`src/rtl/issuer_pkg.sv`:
```
// Shared types for the dependency-aware command issuer: command record,
// scoreboard entry and controller state encoding.
package issuer_pkg;

  localparam int CMD_ID_W   = 8;
  localparam int CMD_DATA_W = 64;

  typedef struct packed {
    logic [CMD_ID_W-1:0]   id;
    logic [CMD_ID_W-1:0]   dep;
    logic                  has_dep;
    logic [CMD_DATA_W-1:0] data;
  } cmd_t;

  typedef struct packed {
    logic                valid;
    logic [CMD_ID_W-1:0] id;
  } sb_entry_t;

  typedef enum logic [2:0] {
    S_IDLE,
    S_FIN_ACK,
    S_CMD_GET,
    S_CMD_CHECK,
    S_CMD_WB,
    S_SELECT,
    S_LOAD
  } state_t;

endpackage

```
`src/rtl/dep_issuer_proc_pick.sv`:
```
// proc_pick: combinational eligible-mask to processor-index selection.
// RR=0 picks the lowest set bit; RR=1 picks the first set bit at or after
// i_ptr, wrapping N-1 -> 0.
module proc_pick #(
  parameter int N  = 4,
  parameter bit RR = 1'b0,
  parameter int PW = $clog2(N)
) (
  input  logic [N-1:0]  i_mask,
  input  logic [PW-1:0] i_ptr,
  output logic [PW-1:0] o_idx,
  output logic          o_any
);

  // scan N candidates starting at the policy's start index, keep the first hit
  always_comb begin
    int w_start;
    int w_j;
    o_idx   = '0;
    o_any   = 1'b0;
    w_start = RR ? int'(i_ptr) : 0;
    w_j     = 0;
    for (int i = 0; i < N; i++) begin
      w_j = (w_start + i) % N;
      if (!o_any && i_mask[w_j]) begin
        o_any = 1'b1;
        o_idx = PW'(w_j);
      end
    end
  end

endmodule

```
`src/rtl/dep_issuer.sv`:
```
// dep_issuer: pops commands from a FWFT FIFO, requeues those whose dependency
// is still in flight on some processor, otherwise loads them beat by beat into
// an idle processor and tracks it in a per-processor scoreboard.
// Optional build macro DEP_ISSUER_RR_EN: round-robin processor pick instead of
// lowest-index pick. ID_W/CMD_W must match the widths of cmd_t in issuer_pkg.
module dep_issuer import issuer_pkg::*; #(
  parameter int PROC_COUNT = 4,
  parameter int ID_W       = CMD_ID_W,
  parameter int CMD_W      = CMD_DATA_W,
  parameter int BEATS      = 3
) (
  input  logic                    i_clk,
  input  logic                    i_rst,
  input  logic                    i_cmd_valid,
  input  cmd_t                    i_cmd,
  output logic                    o_read,
  output logic                    o_write,
  output cmd_t                    o_cmd,
  input  logic [PROC_COUNT-1:0]   i_busy,
  input  logic [PROC_COUNT-1:0]   i_finish,
  input  logic                    i_ack,
  output logic [PROC_COUNT-1:0]   o_en,
  output logic [$clog2(BEATS):0]  o_beat,
  output cmd_t                    o_instr,
  output logic [PROC_COUNT-1:0]   o_finish_ack,
  output logic                    o_idle
);

  localparam int PW = $clog2(PROC_COUNT);
  localparam int BW = $clog2(BEATS) + 1;
  localparam logic [BW-1:0]         LAST_BEAT = BW'(BEATS - 1);
  localparam logic [PROC_COUNT-1:0] ONE_HOT0  = PROC_COUNT'(1);

  state_t                        r_state, w_next;
  sb_entry_t [PROC_COUNT-1:0]    r_sb;
  cmd_t                          r_cmd;
  logic [PW-1:0]                 r_sel, r_fin;
  logic [BW-1:0]                 r_beat;

  logic [PROC_COUNT-1:0] w_valid, w_elig;
  logic [PW-1:0]         w_fin_idx, w_pick, w_ptr;
  logic                  w_dep_hit, w_any, w_last;

  // scoreboard views: valid mask, dependency match, lowest pending finish
  always_comb begin
    w_valid   = '0;
    w_dep_hit = 1'b0;
    w_fin_idx = '0;
    for (int k = PROC_COUNT - 1; k >= 0; k--) begin
      w_valid[k] = r_sb[k].valid;
      if (r_sb[k].valid && r_cmd.has_dep &&
          r_cmd.dep[ID_W-1:0] == r_sb[k].id[ID_W-1:0])
        w_dep_hit = 1'b1;
      if (i_finish[k]) w_fin_idx = PW'(k);
    end
  end

  assign w_elig = ~i_busy & ~w_valid;
  assign w_last = i_ack && (r_beat == LAST_BEAT);

`ifdef DEP_ISSUER_RR_EN
  localparam bit RR = 1'b1;
  // r_ptr holds the first candidate after the last completed load
  // (last_sel+1 mod PROC_COUNT), so its cleared value starts at processor 0.
  logic [PW-1:0] r_ptr;

  // advance the round-robin start only when a load completes
  always_ff @(posedge i_clk) begin
    if (i_rst)
      r_ptr <= '0;
    else if (r_state == S_LOAD && w_last)
      r_ptr <= (r_sel == PW'(PROC_COUNT - 1)) ? '0 : r_sel + 1'b1;
  end
  assign w_ptr = r_ptr;
`else
  localparam bit RR = 1'b0;
  assign w_ptr = '0;
`endif

  proc_pick #(.N(PROC_COUNT), .RR(RR), .PW(PW)) u_pick (
    .i_mask (w_elig),
    .i_ptr  (w_ptr),
    .o_idx  (w_pick),
    .o_any  (w_any)
  );

  // state register
  always_ff @(posedge i_clk) begin
    if (i_rst) r_state <= S_IDLE;
    else       r_state <= w_next;
  end

  // next-state: finishes win over dispatch, and are only looked at in IDLE
  always_comb begin
    w_next = r_state;
    case (r_state)
      S_IDLE: begin
        if (|i_finish)                w_next = S_FIN_ACK;
        else if (i_cmd_valid && w_any) w_next = S_CMD_GET;
      end
      S_FIN_ACK:   w_next = S_IDLE;
      S_CMD_GET:   w_next = S_CMD_CHECK;
      S_CMD_CHECK: w_next = w_dep_hit ? S_CMD_WB : S_SELECT;
      S_CMD_WB:    w_next = S_IDLE;
      S_SELECT:    if (w_any) w_next = S_LOAD;
      S_LOAD:      if (w_last) w_next = S_IDLE;
      default:     w_next = S_IDLE;
    endcase
  end

  // datapath: finish latch, command capture, selection, beat count, scoreboard
  always_ff @(posedge i_clk) begin
    if (i_rst) begin
      r_sb   <= '0;
      r_cmd  <= '0;
      r_sel  <= '0;
      r_fin  <= '0;
      r_beat <= '0;
    end else begin
      case (r_state)
        S_IDLE:    if (|i_finish) r_fin <= w_fin_idx;
        S_FIN_ACK: r_sb[r_fin] <= '0;
        S_CMD_GET: r_cmd <= i_cmd;
        S_SELECT: begin
          if (w_any) begin
            r_sel  <= w_pick;
            r_beat <= '0;
          end
        end
        S_LOAD: begin
          if (i_ack) begin
            if (r_beat == LAST_BEAT) r_sb[r_sel] <= '{valid: 1'b1, id: r_cmd.id};
            else                     r_beat      <= r_beat + 1'b1;
          end
        end
        default: ;
      endcase
    end
  end

  // outputs decoded from state; forced quiet while reset is asserted
  always_comb begin
    o_read       = 1'b0;
    o_write      = 1'b0;
    o_cmd        = '0;
    o_en         = '0;
    o_beat       = '0;
    o_instr      = '0;
    o_finish_ack = '0;
    o_idle       = 1'b0;
    if (i_rst) begin
      o_idle = 1'b1;
    end else begin
      case (r_state)
        S_IDLE:    o_idle       = ~|w_valid;
        S_FIN_ACK: o_finish_ack = ONE_HOT0 << r_fin;
        S_CMD_GET: o_read       = 1'b1;
        S_CMD_WB: begin
          o_write = 1'b1;
          o_cmd   = r_cmd;
        end
        S_LOAD: begin
          o_en         = ONE_HOT0 << r_sel;
          o_beat       = r_beat;
          o_instr      = r_cmd;
          o_instr.data = CMD_DATA_W'(r_cmd.data[CMD_W-1:0]);
        end
        default: ;
      endcase
    end
  end

endmodule
```
`config.mk`:
```
export PLATFORM = sky130hd
export DESIGN_NAME = dep_issuer
export DESIGN_NICKNAME = d
export VERILOG_FILES = /design/src/rtl/issuer_pkg.sv /design/src/rtl/dep_issuer_proc_pick.sv /design/src/rtl/dep_issuer.sv
export SDC_FILE = /design/constraint.sdc
export NUM_CORES = 1
export LEC_CHECK = 0
export CAP_MARGIN = 20
export CORE_MARGIN = 4
export CORE_UTILIZATION = 45
export DETAILED_ROUTE_END_ITERATION = 10
export DONT_BUFFER_PORTS = 1
export PLACE_DENSITY_LB_ADDON = 0.15
export SYNTH_ARGS = -nofsm -noshare
export SYNTH_HDL_FRONTEND = slang
export SYNTH_HIERARCHICAL = 1
export SYNTH_SLANG_ARGS = --single-unit
```
`constraint.sdc`:
```
create_clock -name i_clk -period 2.1 [get_ports i_clk]
set_input_delay 0.42 -clock i_clk [delete_from_list [all_inputs] [get_ports i_clk]]
set_output_delay 0.42 -clock i_clk [all_outputs]
set_load 0.01 [all_outputs]
```
==> flow_summary_export.csv <==
group,metric,value,unit
synth,postSynthAreaPerCell,7.53,sq um
floorplanning,die_w,128,um
timing,layout_setup_ws,-0.111,ns
worst_hold_path,min_from,"i_rst",
timing,fin_crit,2.21,ns
setup_path,critPathMaxFanout,5,
timing,tightest_slew,0.578,ns
floorplanning,fp.coreArea,14000,sq um
finish,multi_input_area,4050,sq um
route,vias,5839,
floorplanning,start_util,46.2,%
finish,fill_cells,1265,
setup_path,r2r-end,"r_sb[35]",
cts,cts_max_level,4,
route,wl_per_cell,20.7,um
synth,netlist_instances,858,
synth,ys_warn_count,6,
timing,fin_skew,0.00632,ns
worst_hold_path,hold_class,"in -> reg",
setup_path,cp-start-kind,"flip-flop",
status,status,"finished with violations",
synth,mappedNetlistArea,6460,sq um
timing,fmax,452,MHz
placement,dp_hpwl,13100,um
setup_path,worstSetupStartpoint,"r_state[0]",
setup_path,cp.required,1.68,ns
power_and_ir_drop,p_leak,0.00306,uW
cts,cts.sinks,127,
global_route,grt-ovfl-total,0,
cts,clk_latency,0.42,ns
floorplanning,pin_count,269,
cts,numCtsBuffers,17,
cts,root_buffer,"clkbuf_16",
finish,layout_common_cells,"204 x nand2_1, 156 x and2_4, 124 x dfxtp_1, 123 x a21oi_1, 32 x o21ai_0",
finish,seqCellArea,2550,sq um
setup_path,cp-endpoint,"o_cmd[64]",
route,ant_nets,0,
placement,io_buffers,0,
finish,layout-drive-gt1-share,30.3,%
route,wirelength,21900,um
route,drc,0,
setup_path,path_class,"reg -> out",
global_route,grt_pass1_vias,5601,
global_route,grt_pass1_wl,31000,um
timing,slew_headroom,61.1,%
synth,synth_nets,953,
cts,clock_path_buffers,2,
finish,area_delta_synth_final,26.6,%
timing,hold_violations,0,
finish,diodes,0,
cts,cts_tree,"yes",
timing,rsz0062_at_grt,"true",
status,violations,"negative setup slack",
timing,finalCritPeriodShare,105,%
floorplanning,die-area,16300,sq um
placement,gp_congestion,0.844,
timing,setup_viol,132,
setup_path,worst-r2r-cell-count,7,
setup_path,timing.rr.start,"r_state[0]",
run,drv_cap,0,
timing,slew_viol_final,0,
power_and_ir_drop,total_power,6070,uW
cts,holdBufCountCts,0,
setup_path,r2r_slack,0.24,ns
route,drt-vias-per-instance,5.53,
finish,fin_nets,957,
route,drt_iter0_drc,441,
global_route,grt_max_degree,134,
route,drtPass1Iterations,5,
global_route,track_usage,24.1,%
cts,clkTransAtPathRegs,0.06,ns
timing,setup_tns,-10.0,ns
floorplanning,rows,43,
power_and_ir_drop,power_density,742,nW/um^2
floorplanning,die_y,128,um
global_route,antenna_found_initial,0,
setup_path,crit_path_end_kind,"output pin",
setup_path,crit_arrival,1.79,ns
power_and_ir_drop,worst_ir_drop_vdd,0.000524,V
finish,final_common_cell,"nand2_1",
worst max-delay path, stage by stage, from the launching register on:
cell and delay [ns]:
dfxtp_4 0.35, buf_6 0.11, nor4_4 0.30, buf_6 0.17, buf_8 0.13, clkbuf_16 0.16, and2_4 0.15
through the flow:
step	std cells	cell area, sq um	hold WS [ns]	setup slack [ns]	utilization (%)
4_1_cts	1041	7700	0.0675	-0.114	55.0
2_1_floorplan	858	6460	0.440	0.345	-
3_3_place_gp	996	6600	0.442	0.265	47.2
5_1_grt	1055	8180	0.0626	-0.175	58.5
6_report	1055	8180	0.0948	-0.111	58.5
3_5_place_dp	996	6600	0.451	0.180	47.2
metal layers:
| layer | up-vias | GRT usage (%) | share of wire [%] |
|---|---|---|---|
| met5 | - | 0 | 0 |
| met4 | 0 | 7.55 | 1.8 |
| met3 | 31 | 6.96 | 6.9 |
| met2 | 214 | 40.4 | 50 |
| met1 | 2806 | 29.9 | 41 |
| li1 | 2788 | - | - |
how the worst min path moves through the flow:
| stage | endpoint | cells after the start | slack (ns) |
|---|---|---|---|
| 2_1_floorplan | r_cmd[0] | 2 | 0.44 |
| 3_3_place_gp | r_cmd[17] | 2 | 0.44 |
| 3_5_place_dp | r_cmd[60] | 2 | 0.45 |
| 4_1_cts | r_cmd[5] | 1 | 0.07 |
| 5_1_grt | r_cmd[8] | 1 | 0.06 |
| 6_report | r_cmd[8] | 1 | 0.09 |
registers in the layout (all words and copies together) (netlist names):
register  flops
r_cmd        81
r_sb         36
r_beat        3
r_state       3
r_fin         2
r_sel         2
what timing repair did:
action,CTS,global route
setup buffers,7,6
gates resized for setup,94,100
endpoints found under the setup margin,87,169
gates cloned,6,9
pin swaps,16,19
power by group:
part	total, uW	switching (uW)	internal, uW
clock network	3090	1110	1980
registers	2570	91.8	2480
logic	408	235	173
total	6070	1440	4640
layout make-up:
cell class / count / area share, %
clock inverter: 14 / 2.34
multi-input combinational: 662 / 49.5
sequential: 127 / 31.2
clock buffer: 18 / 5.25
tap: 180 / 2.75
inverter: 5 / 0.229
timing repair buffer: 49 / 8.76
Power figures use the tool's default switching activity.
